**src/rtl/writeback_if.sv**
```systemverilog
// Shared payload types for the execute->writeback->register-file path, and the
// generic AXI-Stream style handshake bundle used on every writeback port.

package writeback_pkg;

   // Result handed over by an execution unit (ALU or LSU).
   typedef struct packed {
      logic [31:0] pc;
      logic [4:0]  rd;
      logic [31:0] result;
   } exwb_tdata_t;

   // Register-file write: the full execute record plus the value to write.
   typedef struct packed {
      exwb_tdata_t ex_data;
      logic [31:0] wdata;
   } wbrf_tdata_t;

endpackage

interface axis_if #(
   parameter int DATA_WIDTH = 8
);
   logic                  tvalid;
   logic                  tready;
   logic [DATA_WIDTH-1:0] tdata;

   modport m (output tvalid, output tdata, input tready);
   modport s (input tvalid, input tdata, output tready);
endinterface

```
**src/rtl/writeback.sv**
```systemverilog
// Writeback stage: round-robin merge of ALU and LSU results into one
// registered output slot that feeds the register file, with a flush input
// and a retired-instruction counter.

module writeback
   import writeback_pkg::*;
#(
   parameter int INSTRET_WIDTH = 64
) (
   input  logic                     clk,
   input  logic                     rst,
   axis_if.s                        exwb_alu_axis_if,
   axis_if.s                        exwb_lsu_axis_if,
   axis_if.m                        wbrf_axis_if,
   input  logic                     invalidate,
   output logic [INSTRET_WIDTH-1:0] instret
);

   localparam int   NUM_SRC = 2;
   localparam logic SRC_ALU = 1'b0;
   localparam logic SRC_LSU = 1'b1;

   logic                     out_valid_reg;
   wbrf_tdata_t              out_data_reg;
   logic                     last_grant_reg;
   logic [INSTRET_WIDTH-1:0] instret_reg;

   logic [NUM_SRC-1:0]       src_valid;
   exwb_tdata_t              src_data [NUM_SRC];
   logic [NUM_SRC-1:0]       grant;
   logic                     loadable;
   logic                     grant_any;
   logic                     grant_src;
   logic                     out_xfer;
   exwb_tdata_t              sel_data;

   assign src_valid[SRC_ALU] = exwb_alu_axis_if.tvalid;
   assign src_valid[SRC_LSU] = exwb_lsu_axis_if.tvalid;
   assign src_data[SRC_ALU]  = exwb_alu_axis_if.tdata;
   assign src_data[SRC_LSU]  = exwb_lsu_axis_if.tdata;

   // The slot can take a new result when it is empty or draining this cycle;
   // a flush or reset blocks every source.
   assign loadable = (!out_valid_reg || wbrf_axis_if.tready) && !invalidate && !rst;

   generate
      for (genvar gi = 0; gi < NUM_SRC; gi++) begin : g_grant
         // A lone valid source wins; on a tie, the source that did not win last time wins.
         assign grant[gi] = loadable && src_valid[gi] &&
                            (!src_valid[NUM_SRC-1-gi] || (int'(last_grant_reg) != gi));
      end
   endgenerate

   assign grant_any = |grant;
   assign grant_src = grant[SRC_LSU];
   assign sel_data  = src_data[grant_src];
   assign out_xfer  = out_valid_reg && wbrf_axis_if.tready;

   assign exwb_alu_axis_if.tready = grant[SRC_ALU];
   assign exwb_lsu_axis_if.tready = grant[SRC_LSU];

   assign wbrf_axis_if.tvalid = out_valid_reg;
   assign wbrf_axis_if.tdata  = out_data_reg;
   assign instret             = instret_reg;

   // Control state: slot occupancy, round-robin pointer and retired count.
   always_ff @(posedge clk) begin
      if (rst) begin
         out_valid_reg  <= 1'b0;
         last_grant_reg <= SRC_LSU;
         instret_reg    <= '0;
      end else begin
         // A transfer already on the output completes even during a flush.
         if (out_xfer) begin
            instret_reg <= instret_reg + INSTRET_WIDTH'(1);
         end
         if (invalidate) begin
            out_valid_reg <= 1'b0;
         end else if (grant_any) begin
            out_valid_reg  <= 1'b1;
            last_grant_reg <= grant_src;
         end else if (wbrf_axis_if.tready) begin
            out_valid_reg <= 1'b0;
         end
      end
   end

   // Output payload; only meaningful while out_valid_reg is set, so it has no reset.
   always_ff @(posedge clk) begin
      if (grant_any) begin
         out_data_reg.ex_data <= sel_data;
         out_data_reg.wdata   <= sel_data.result;
      end
   end

endmodule

```
**src/flat_wrapper.sv**
```systemverilog
// flat-port wrapper written by rule: the top's interface ports become plain ports
module writeback_flat import writeback_pkg::*;
#(
   parameter int INSTRET_WIDTH = 64
)
  (clk, rst, invalidate, instret, exwb_alu_axis_if_tvalid, exwb_alu_axis_if_tdata, exwb_alu_axis_if_tready, exwb_lsu_axis_if_tvalid, exwb_lsu_axis_if_tdata, exwb_lsu_axis_if_tready, wbrf_axis_if_tvalid, wbrf_axis_if_tdata, wbrf_axis_if_tready);
  axis_if #(.DATA_WIDTH(($bits(exwb_tdata_t)))) exwb_alu_axis_if_i ();
  axis_if #(.DATA_WIDTH(($bits(exwb_tdata_t)))) exwb_lsu_axis_if_i ();
  axis_if #(.DATA_WIDTH(($bits(wbrf_tdata_t)))) wbrf_axis_if_i ();
  input  logic clk;
  input  logic rst;
  input  logic invalidate;
  output logic [INSTRET_WIDTH-1:0] instret;
  input wire logic [$bits(exwb_alu_axis_if_i.tvalid)-1:0] exwb_alu_axis_if_tvalid;
  input wire logic [$bits(exwb_alu_axis_if_i.tdata)-1:0] exwb_alu_axis_if_tdata;
  output wire logic [$bits(exwb_alu_axis_if_i.tready)-1:0] exwb_alu_axis_if_tready;
  input wire logic [$bits(exwb_lsu_axis_if_i.tvalid)-1:0] exwb_lsu_axis_if_tvalid;
  input wire logic [$bits(exwb_lsu_axis_if_i.tdata)-1:0] exwb_lsu_axis_if_tdata;
  output wire logic [$bits(exwb_lsu_axis_if_i.tready)-1:0] exwb_lsu_axis_if_tready;
  output wire logic [$bits(wbrf_axis_if_i.tvalid)-1:0] wbrf_axis_if_tvalid;
  output wire logic [$bits(wbrf_axis_if_i.tdata)-1:0] wbrf_axis_if_tdata;
  input wire logic [$bits(wbrf_axis_if_i.tready)-1:0] wbrf_axis_if_tready;
  assign exwb_alu_axis_if_i.tvalid = exwb_alu_axis_if_tvalid;
  assign exwb_alu_axis_if_i.tdata = exwb_alu_axis_if_tdata;
  assign exwb_alu_axis_if_tready = exwb_alu_axis_if_i.tready;
  assign exwb_lsu_axis_if_i.tvalid = exwb_lsu_axis_if_tvalid;
  assign exwb_lsu_axis_if_i.tdata = exwb_lsu_axis_if_tdata;
  assign exwb_lsu_axis_if_tready = exwb_lsu_axis_if_i.tready;
  assign wbrf_axis_if_tvalid = wbrf_axis_if_i.tvalid;
  assign wbrf_axis_if_tdata = wbrf_axis_if_i.tdata;
  assign wbrf_axis_if_i.tready = wbrf_axis_if_tready;
  writeback #(.INSTRET_WIDTH(INSTRET_WIDTH)) u_core (.clk(clk), .rst(rst), .exwb_alu_axis_if(exwb_alu_axis_if_i), .exwb_lsu_axis_if(exwb_lsu_axis_if_i), .wbrf_axis_if(wbrf_axis_if_i), .invalidate(invalidate), .instret(instret));
endmodule
```
**config.mk**
```make
export PLATFORM = sky130hd
export DESIGN_NAME = writeback_flat
export DESIGN_NICKNAME = d
export VERILOG_FILES = /design/src/rtl/writeback_if.sv /design/src/rtl/writeback.sv /design/src/flat_wrapper.sv
export SDC_FILE = /design/constraint.sdc
export NUM_CORES = 1
export LEC_CHECK = 0
export ABC_CLOCK_PERIOD_IN_PS = 4000
export BUFFER_PORTS_ARGS = -buffer_cell sky130_fd_sc_hd__buf_4
export CELL_PAD_IN_SITES_DETAIL_PLACEMENT = 1
export CELL_PAD_IN_SITES_GLOBAL_PLACEMENT = 1
export CORE_UTILIZATION = 34
export CTS_CLUSTER_DIAMETER = 50
export DETAILED_ROUTE_END_ITERATION = 8
export GPL_TIMING_DRIVEN = 0
export PLACE_DENSITY = 0.8
export SYNTH_ARGS = -nofsm -noshare
export SYNTH_HDL_FRONTEND = slang
export SYNTH_SLANG_ARGS = --single-unit
export TNS_END_PERCENT = 20
```
**constraint.sdc**
```tcl
create_clock -name clk -period 4 [get_ports clk]
set_input_delay 0.4 -clock clk [delete_from_list [all_inputs] [get_ports clk]]
set_output_delay 0.4 -clock clk [all_outputs]
set_load 0.02 [all_outputs]
```
==> results of run 1 <==
## placed cells by master, fill, tap and decap left out, types with 2 or more instances in the layout
master | synthesis | routed
xnor2_1 | 29 | 29
or4b_1 | 2 | 2
and2_1 | 2 | 2
and3_1 | 3 | 3
buf_4 | 32 | 343
nor3_1 | 11 | 11
clkbuf_8 | 0 | 4
or4_1 | 15 | 15
and4_1 | 9 | 9
clkbuf_16 | 0 | 18
mux2_2 | 69 | 69
o41ai_1 | 2 | 2
nand4_1 | 16 | 16
nor4_1 | 13 | 13
o31ai_1 | 11 | 11
clkbuf_1 | 23 | 23
clkinv_4 | 0 | 2
nor2_1 | 46 | 46
or3_1 | 16 | 16
inv_1 | 8 | 8
nand2_1 | 29 | 28
or4_4 | 2 | 2
xor2_1 | 11 | 11
dfxtp_1 | 66 | 66
o21ai_0 | 10 | 10
edfxtp_1 | 69 | 69
inv_4 | 0 | 2
nand3_1 | 26 | 26
or2_2 | 2 | 2
a21oi_1 | 24 | 24
clkinv_2 | 0 | 2
## routing by layer
layer	share of wire [%]	vias to the layer above	global-route usage [%]
met1	39	2678	25.8
met5	0	-	0
met3	6.6	29	6.07
met2	52	195	42.0
met4	2.2	0	8.49
li1	-	2679	-
## worst max-delay path by stage
stage	start	endpoint	slack, ns	cells past startpoint
after global placement	wbrf_axis_if_tready	u_core.wbrf_axis_if.tdata[90]	-0.48	6
after global routing	u_core.wbrf_axis_if.tvalid	u_core.wbrf_axis_if.tdata[39]	0.91	5
after detailed placement	wbrf_axis_if_tready	u_core.wbrf_axis_if.tdata[90]	1.08	6
after CTS	u_core.wbrf_axis_if.tvalid	u_core.wbrf_axis_if.tdata[36]	1.11	5
final	u_core.wbrf_axis_if.tvalid	u_core.wbrf_axis_if.tdata[86]	1.20	5
after floorplan	u_core.wbrf_axis_if.tvalid	u_core.wbrf_axis_if.tdata[100]	0.75	5
## cells by family (layout without fill, tap and decap cells)
logic type | count (synthesis) | in the layout
AOI/OAI and AO/OA | 48 | 48
xor gates and xnor gates | 40 | 40
adders and majority gates | 1 | 1
buffers and inverters | 64 | 407
DFF | 135 | 135
muxes | 69 | 69
other | 0 | 1
and+or+nand+nor | 196 | 196
## report_power, final
| group | switching [mW] | total [mW] | internal (mW) |
|---|---|---|---|
| clock | 0.607 | 1.57 | 0.964 |
| sequential | 0.0185 | 1.52 | 1.50 |
| combinational | 0.174 | 0.380 | 0.205 |
## area by class of cell
cell class,count,area (um^2),area share (%)
sequential,135,3390,35.8
multi-input combinational,354,2480,26.2
timing repair buffer,311,2330,24.7
clock buffer,23,510,5.39
buffer,56,338,3.57
tap,229,287,3.03
clock inverter,9,86.3,0.912
inverter,8,30.0,0.317
antenna,1,2.50,0.0264
==> summary.txt, run 1 <==
Layout
  – Max reg flops: between 60 and 70
  – Layout area overhead: 51.8%
  – Final Cell Area: between 9000 and 10000 um^2
  – Filler cells: approximately 2000
  – Final net count: about 1000
  – Post-layout util: around 53%
  – Share of cells above drive strength 1: 50.3%
  – Fin cells: approximately 1100

Timing
  – Final worst path period share: 69.9%
  – Slew Limit Fails: 0
  – Skew final: around 0.010 ns
  – Setup tns final: 0 ns
  – Max Freq: 357 MHz
  – Final hold vios: 0
  – Min cycle time layout: 2.80 ns
  – Hold slack: 0.167 ns
  – Final setup viols: 0
  – Least-Margin Pin Slew: 0.948 ns
  – RSZ-0062 raised after global routing: no
  – Max transition margin: a little under two fifths
  – Setup ws final: about 1.2 ns

Global routing
  – Antenna violations before repair: 0
  – First-pass GRT wire length: approximately 32000 um
  – GRT Total Usage: approximately 23%
  – Vias in the first global route: 5518
  – GR Overflow Total: 0
  – Largest net degree at the start of global routing: 70

Yosys
  – Seq/Total Area, Yosys: approximately 54%
  – Synth Area per Inst: around 11 um^2
  – Synthesis-stage register bit count: 135
  – Largest family of logic cells by synthesized area: simple AND/OR/NAND/NOR gates
  – Synth Cell Area: ~6200 um^2
  – Post-synthesis cell count: about 550
  – Xor/xnor share of the synthesized area: around 5.6%
  – Top cells by area, synth: edfxtp_1 33%, dfxtp_1 21%, mux2_2 12%
  – Share of Yosys cell area claimed by the top area cell type: between 30% and 40%
  – EDFF count, synth: 69
  – Area leader, netlist: edfxtp_1
  – Mux contribution to synthesized area: between 10% and 20%
  – Adder-cell share of the synthesized area: 0.201%
  – Post-synthesis compound-gate area fraction: approximately 4.5%
  – Distinct cell type count after synthesis: 33
  – Net Count, Synth: 698
  – Simple logic cell fraction of the synthesized area: around 17%
  – Post-synth ARST share: 0%
  – Synth cell count leaders: 69 x edfxtp_1, 69 x mux2_2, 66 x dfxtp_1
  – Ys Warns: 0
  – Ys flop type: edfxtp_1

Floorplan
  – Ports: between 300 and 400
  – Height of the die: 137 um
  – Die width: between 100 and 150 um
  – Die area: ~19000 um^2
  – Core ar.: 18000 um^2
  – Core Rows: around 50
  – Initial Util: a little over a third

Min path
  – Hold endpoint: u_core.wbrf_axis_if.tvalid
  – Hold path depth: 2
  – Hold Crit Class: input port to flip-flop
  – Hold Crit Start: invalidate

Setup path
  – Worst Setup Start Kind: flip-flop
  – Crit-path max cell delay: 0.67 ns
  – Critical path's top delay family: simple AND/OR/NAND/NOR gates
  – Kind of end point of the critical path: flip-flop
  – Worst R2R End: u_core.wbrf_axis_if.tdata[86]
  – Crit Path Category: flip-flop to flip-flop
  – Worst Reg-to-Reg Cells: 5
  – FF-to-FF Start: u_core.wbrf_axis_if.tvalid
  – Crit path DAT: about 2.7 ns
  – CP Cell Sequence: nor2b_1 > nor3_1 > nand3_1 > clkbuf_1 > nand2_4
  – Crit path max fanout: ~70
  – Buffer and inverter count on the worst path: 1
  – CP max stage cell: nand2_4
  – CP required: between 3 and 4 ns
  – Flop2flop setup slack: 1.20 ns

Outcome
  – Status: complete, no violations

Pwr
  – Lkg Pwr: 3.82 nW
  – Total Power: between 3 and 4 mW
  – Max rail drop VDD: ~280 uV
  – Pwr dens: around 370 nW/um^2

Detailed routing
  – Residual DRC: 0
  – Pre-Repair DR Iteration Count: 4
  – Final WL: approximately 22000 um
  – Via Count: 5581
  – Drt via density: between 4 and 5
  – 1st-iter DRT viols: ~230
  – DRT antenna net count: 0
  – Drt wl/cell: ~20 um

Clocking
  – Clock root buffer: clkbuf_16
  – Bufs on Longest Clock Path: 2
  – Post-CTS setup buffers: 0
  – CTS tree: built
  – Clock edge transition at the registers on the reported setup and hold paths: around 0.060 ns
  – Sink Count: ~140
  – Post-cts resize count: 0
  – Number of H-tree levels: 4
  – Hold-fix buffers, CTS: 0
  – Clock Latency Late Sink: about 0.41 ns
  – CTS buffer count: 17

Placed design
  – Final HPWL DP: ~17000 um
  – Placer congestion estimate: between 0.8 and 0.9
  – PortBufs: ~310
  – Place WS: between 1 and 1.5 ns
  – Cells after DPL: 1093
  – DP Area: about 9000 um^2

Job
  – Max-cap viol count: 0
No activity file was read; power rests on OpenSTA's default activity.
==> inputs of run 2 (changes only) <==
--- a/config.mk
+++ b/config.mk
@@ -5,15 +5,16 @@
 export SDC_FILE = /design/constraint.sdc
 export NUM_CORES = 1
 export LEC_CHECK = 0
-export ABC_CLOCK_PERIOD_IN_PS = 4000
+export ABC_AREA = 1
+export ABC_CLOCK_PERIOD_IN_PS = 2400
 export BUFFER_PORTS_ARGS = -buffer_cell sky130_fd_sc_hd__buf_4
 export CELL_PAD_IN_SITES_DETAIL_PLACEMENT = 1
 export CELL_PAD_IN_SITES_GLOBAL_PLACEMENT = 1
-export CORE_UTILIZATION = 34
+export CORE_UTILIZATION = 30
 export CTS_CLUSTER_DIAMETER = 50
 export DETAILED_ROUTE_END_ITERATION = 8
 export GPL_TIMING_DRIVEN = 0
-export PLACE_DENSITY = 0.8
+export PLACE_DENSITY = 0.77
 export SYNTH_ARGS = -nofsm -noshare
 export SYNTH_HDL_FRONTEND = slang
 export SYNTH_SLANG_ARGS = --single-unit
==> constraint.sdc (replaced) <==
create_clock -name clk -period 2.4 [get_ports clk]
set_input_delay 0.24 -clock clk [delete_from_list [all_inputs] [get_ports clk]]
set_output_delay 0.24 -clock clk [all_outputs]
set_load 0.02 [all_outputs]
==> run 2 against run 1 <==
Final area is 12% higher. Largest power group unchanged. Hold slack worse by 0.087 ns. Synthesized area is 15% higher. Worst setup slack worse by 1.0 ns. Highest routed layer unchanged.
==> summary.txt, run 2 <==
Setup path
  – Kind of end point of the critical path: output port (was flip-flop)
  – Flop2flop setup slack: 0.27 ns (was 1.20 ns)
  – Worst Setup Start Kind: flip-flop (unchanged)
  – CP Cell Sequence: inv_1 > nor2_1 > nor2_1 > nand3_4 > inv_4 > buf_2 > buf_4 (was nor2b_1 > nor3_1 > nand3_1 > clkbuf_1 > nand2_4)
  – CP max stage cell: dfxtp_4 (was nand2_4)
  – Crit Path Category: flip-flop to output port (was flip-flop to flip-flop)
  – Crit path DAT: 1.97 ns (was 2.74 ns)
  – Top cell by count, worst path: nor2_1
  – Crit path max fanout: 10 (was 69)
  – CP required: 2.16 ns (was 3.94 ns)
  – Crit-path max cell delay: 0.36 ns (was 0.67 ns)

Yosys
  – Distinct cell type count after synthesis: 35 (was 33)
  – Post-synth ARST share: 0% (unchanged)
  – Synth cell count leaders: 363 x nand2_1, 123 x nor2_1, 78 x inv_1 (was 69 x edfxtp_1, 69 x mux2_2, 66 x dfxtp_1)
  – Ys Warns: 0 (unchanged)
  – Post-synthesis cell count: 958 (was 553)
  – Synth Cell Area: 7150 um^2 (was 6240 um^2)
  – EDFF count, synth: 69 (unchanged)
  – Ys flop type: edfxtp_1 (unchanged)
  – Top cells by area, synth: edfxtp_1 29%, nand2_1 19%, dfxtp_1 18% (was edfxtp_1 33%, dfxtp_1 21%, mux2_2 12%)
  – Area leader, netlist: edfxtp_1 (unchanged)
  – Synthesis-stage register bit count: 135 (unchanged)
  – Most common cell in the synthesized netlist: nand2_1
  – Synth Area per Inst: 7.46 um^2 (was 11.3 um^2)
  – Seq/Total Area, Yosys: 47.5% (was 54.4%)
  – Net Count, Synth: 1103 (was 698)
  – Share of Yosys cell area claimed by the top area cell type: 29.0% (was 33.2%)

Layout
  – Share of cells above drive strength 1: 34.7% (was 50.3%)
  – Final net count: 1436 (was 1028)
  – Most common cell after layout, fill and taps aside: nand2_1 (was buf_4)
  – Post-layout util: 45.1% (was 52.7%)
  – # diodes: 0 (was 1)
  – Layout area overhead: 47.8% (was 51.8%)
  – Register Area: 3400 um^2 (was 3390 um^2)
  – Most frequent cells in the layout: 363 x nand2_1, 346 x buf_4, 123 x nor2_1 (was 343 x buf_4, 69 x mux2_2, 69 x edfxtp_1)
  – Multi-input gate area: 3100 um^2 (was 2480 um^2)
  – Final Cell Area: 10600 um^2 (was 9470 um^2)
  – Filler cells: 2982 (was 2004)
  – Max reg flops: 69 (unchanged)

Global routing
  – GRT Total Usage: 23.2% (about the same)
  – GR Overflow Total: 0 (unchanged)
  – Vias in the first global route: 7946 (was 5518)
  – Largest net degree at the start of global routing: 42 (was 70)
  – Antenna violations before repair: 0 (unchanged)
  – First-pass GRT wire length: 42300 um (was 32000 um)

Timing
  – Max transition margin: 54.5% (was 36.8%)
  – Final worst path period share: ~92%
  – Skew final: 0.0137 ns (was 0.0101 ns)
  – Setup ws final: 0.191 ns (was 1.20 ns)
  – Min cycle time layout: between 2 and 2.5 ns
  – Slew Limit Fails: 0 (unchanged)
  – Hold slack: 0.0801 ns (was 0.167 ns)
  – Final setup viols: 0 (unchanged)
  – RSZ-0062 raised after global routing: no (unchanged)
  – Max Freq: about 450 MHz
  – Final hold vios: 0 (unchanged)
  – Least-Margin Pin Slew: 0.682 ns (was 0.948 ns)

Floorplan
  – Ports: 312 (unchanged)
  – Die area: 24400 um^2 (was 18900 um^2)
  – Die width: 156 um (was 137 um)
  – Height of the die: 156 um (was 137 um)
  – Initial Util: 30.5% (was 34.7%)
  – Core Rows: 56 (was 49)
  – Core ar.: 23400 um^2 (was 18000 um^2)

Detailed routing
  – Final WL: 28100 um (was 22500 um)
  – Residual DRC: 0 (unchanged)
  – Drt via density: 4.62 (was 4.96)
  – 1st-iter DRT viols: 368 (was 232)
  – Drt wl/cell: 17.3 um (was 20.0 um)
  – Via Count: 7500 (was 5581)
  – Pre-Repair DR Iteration Count: 5 (was 4)
  – DRT antenna net count: 0 (unchanged)

Clocking
  – CTS buffer count: 17 (unchanged)
  – CTS tree: built (unchanged)
  – Clock Latency Late Sink: 0.42 ns (was 0.41 ns)
  – Sink Count: 135 (unchanged)
  – Hold-fix buffers, CTS: 0 (unchanged)
  – Number of H-tree levels: 4 (unchanged)
  – Clock edge transition at the registers on the reported setup and hold paths: 0.07 ns (was 0.06 ns)
  – Bufs on Longest Clock Path: 2 (unchanged)
  – Clock root buffer: clkbuf_16 (unchanged)

Placed design
  – Placer congestion estimate: 0.895 (was 0.823)
  – Final HPWL DP: 22800 um (was 17500 um)
  – PortBufs: 311 (unchanged)
  – Place WS: -0.212 ns (was 1.08 ns)
  – DP Area: 9910 um^2 (was 8870 um^2)

Outcome
  – Status: complete, no violations (unchanged)

Pwr
  – Switch share: 24.3% (was 23.0%)
  – Lkg Pwr: 4.77 nW (was 3.82 nW)
  – Total Power: 6.05 mW (was 3.47 mW)
  – Clock power frac: 47.1% (was 45.2%)
  – Pwr dens: 572 nW/um^2 (was 367 nW/um^2)
  – Internal power: 4.58 mW (was 2.67 mW)
  – Max rail drop VDD: 315 uV (was 279 uV)
  – Combinational power share: 11.0% (was 10.9%)
  – Share of power burned in registers: 41.8% (was 43.8%)
  – Psw: 1.47 mW (was 0.800 mW)

Job
  – Max-cap viol count: 0 (unchanged)

Min path
  – Hold Crit Class: input port to flip-flop (unchanged)
## run 2: changes by cell type after synthesis, moves of 12 or more
cell	before	now
inv_1	8	78
nand3_1	26	40
nor2_1	46	123
or4_1	15	0
or3_1	16	0
nand2_2	0	12
nand2_1	29	363
nor2_2	0	17
nor4_1	13	0
xnor2_1	29	3
mux2_2	69	0
## run 2: cell type report
cell class,instances,share of cell area (%)
timing repair buffer,313,22.4
sequential,135,32.2
timing repair inverter,1,0.0711
clock buffer,18,4.06
multi-input combinational,681,29.3
clock inverter,14,1.87
buffer,53,3.17
tap,319,3.78
inverter,89,3.22
## run 2: worst paths after layout
check | startpoint | end | cells after the start
max reg2reg | u_core.wbrf_axis_if.tvalid | u_core.wbrf_axis_if.tdata[67] | 7
min | exwb_lsu_axis_if_tdata[1] | u_core.wbrf_axis_if.tdata[33] | 3
max | u_core.wbrf_axis_if.tvalid | exwb_lsu_axis_if_tready | 7
min reg2reg | u_core.instret[12] | u_core.instret[12] | 2
## run 2: stage by stage
step	TNS (ns)	instances
6_report	0	1623
3_5_place_dp	-8.56	1589
4_1_cts	0	1623
3_3_place_gp	-58.35	1588
2_1_floorplan	0	958
5_1_grt	0	1623
## run 2: power by group through the flow
| stage | Combinational, mW | Clock (mW) | Sequential, mW |
|---|---|---|---|
| after floorplan | 0.210 | 0 | 2.65 |
| after detailed placement | 0.671 | 0 | 2.58 |
| final | 0.668 | 2.85 | 2.53 |
| after global placement | 0.651 | 0 | 2.58 |
| after CTS | 0.676 | 2.92 | 2.53 |
| after global routing | 0.722 | 3.00 | 2.53 |
## run 2: kinds of logic after synthesis
family | after synthesis | share of synthesized area, %
AO/OA/AOI/OAI | 57 | 4.31
flip-flops | 135 | 47.5
XOR/XNOR | 9 | 1.10
buffers and inverters | 142 | 9.36
AND/OR/NAND/NOR | 614 | 37.6
adder cells (fa/ha/maj) | 1 | 0.175
## run 2: critical path: cells and delay by family, from the launching register on
family,cells,cell delay [ns]
AND/OR/NAND/NOR,3,0.50
flip-flops,1,0.36
buffers and inverters,4,0.70
## run 2: timing repair
item                                    in CTS  in global routing
cloned                                       1                  0
gates resized for setup                      1                  2
endpoints found under the setup margin      41                 16
pin swaps                                    0                  0
buffers inserted                             1                  0
## run 2: layer usage
metal | wire length, um | track usage, % | part of all wire, %
met5 | 0 | 0 | 0
met4 | 1040 | 10.8 | 3.7
met3 | 1900 | 6.15 | 6.8
met2 | 14400 | 41.6 | 51
met1 | 10800 | 25.5 | 38
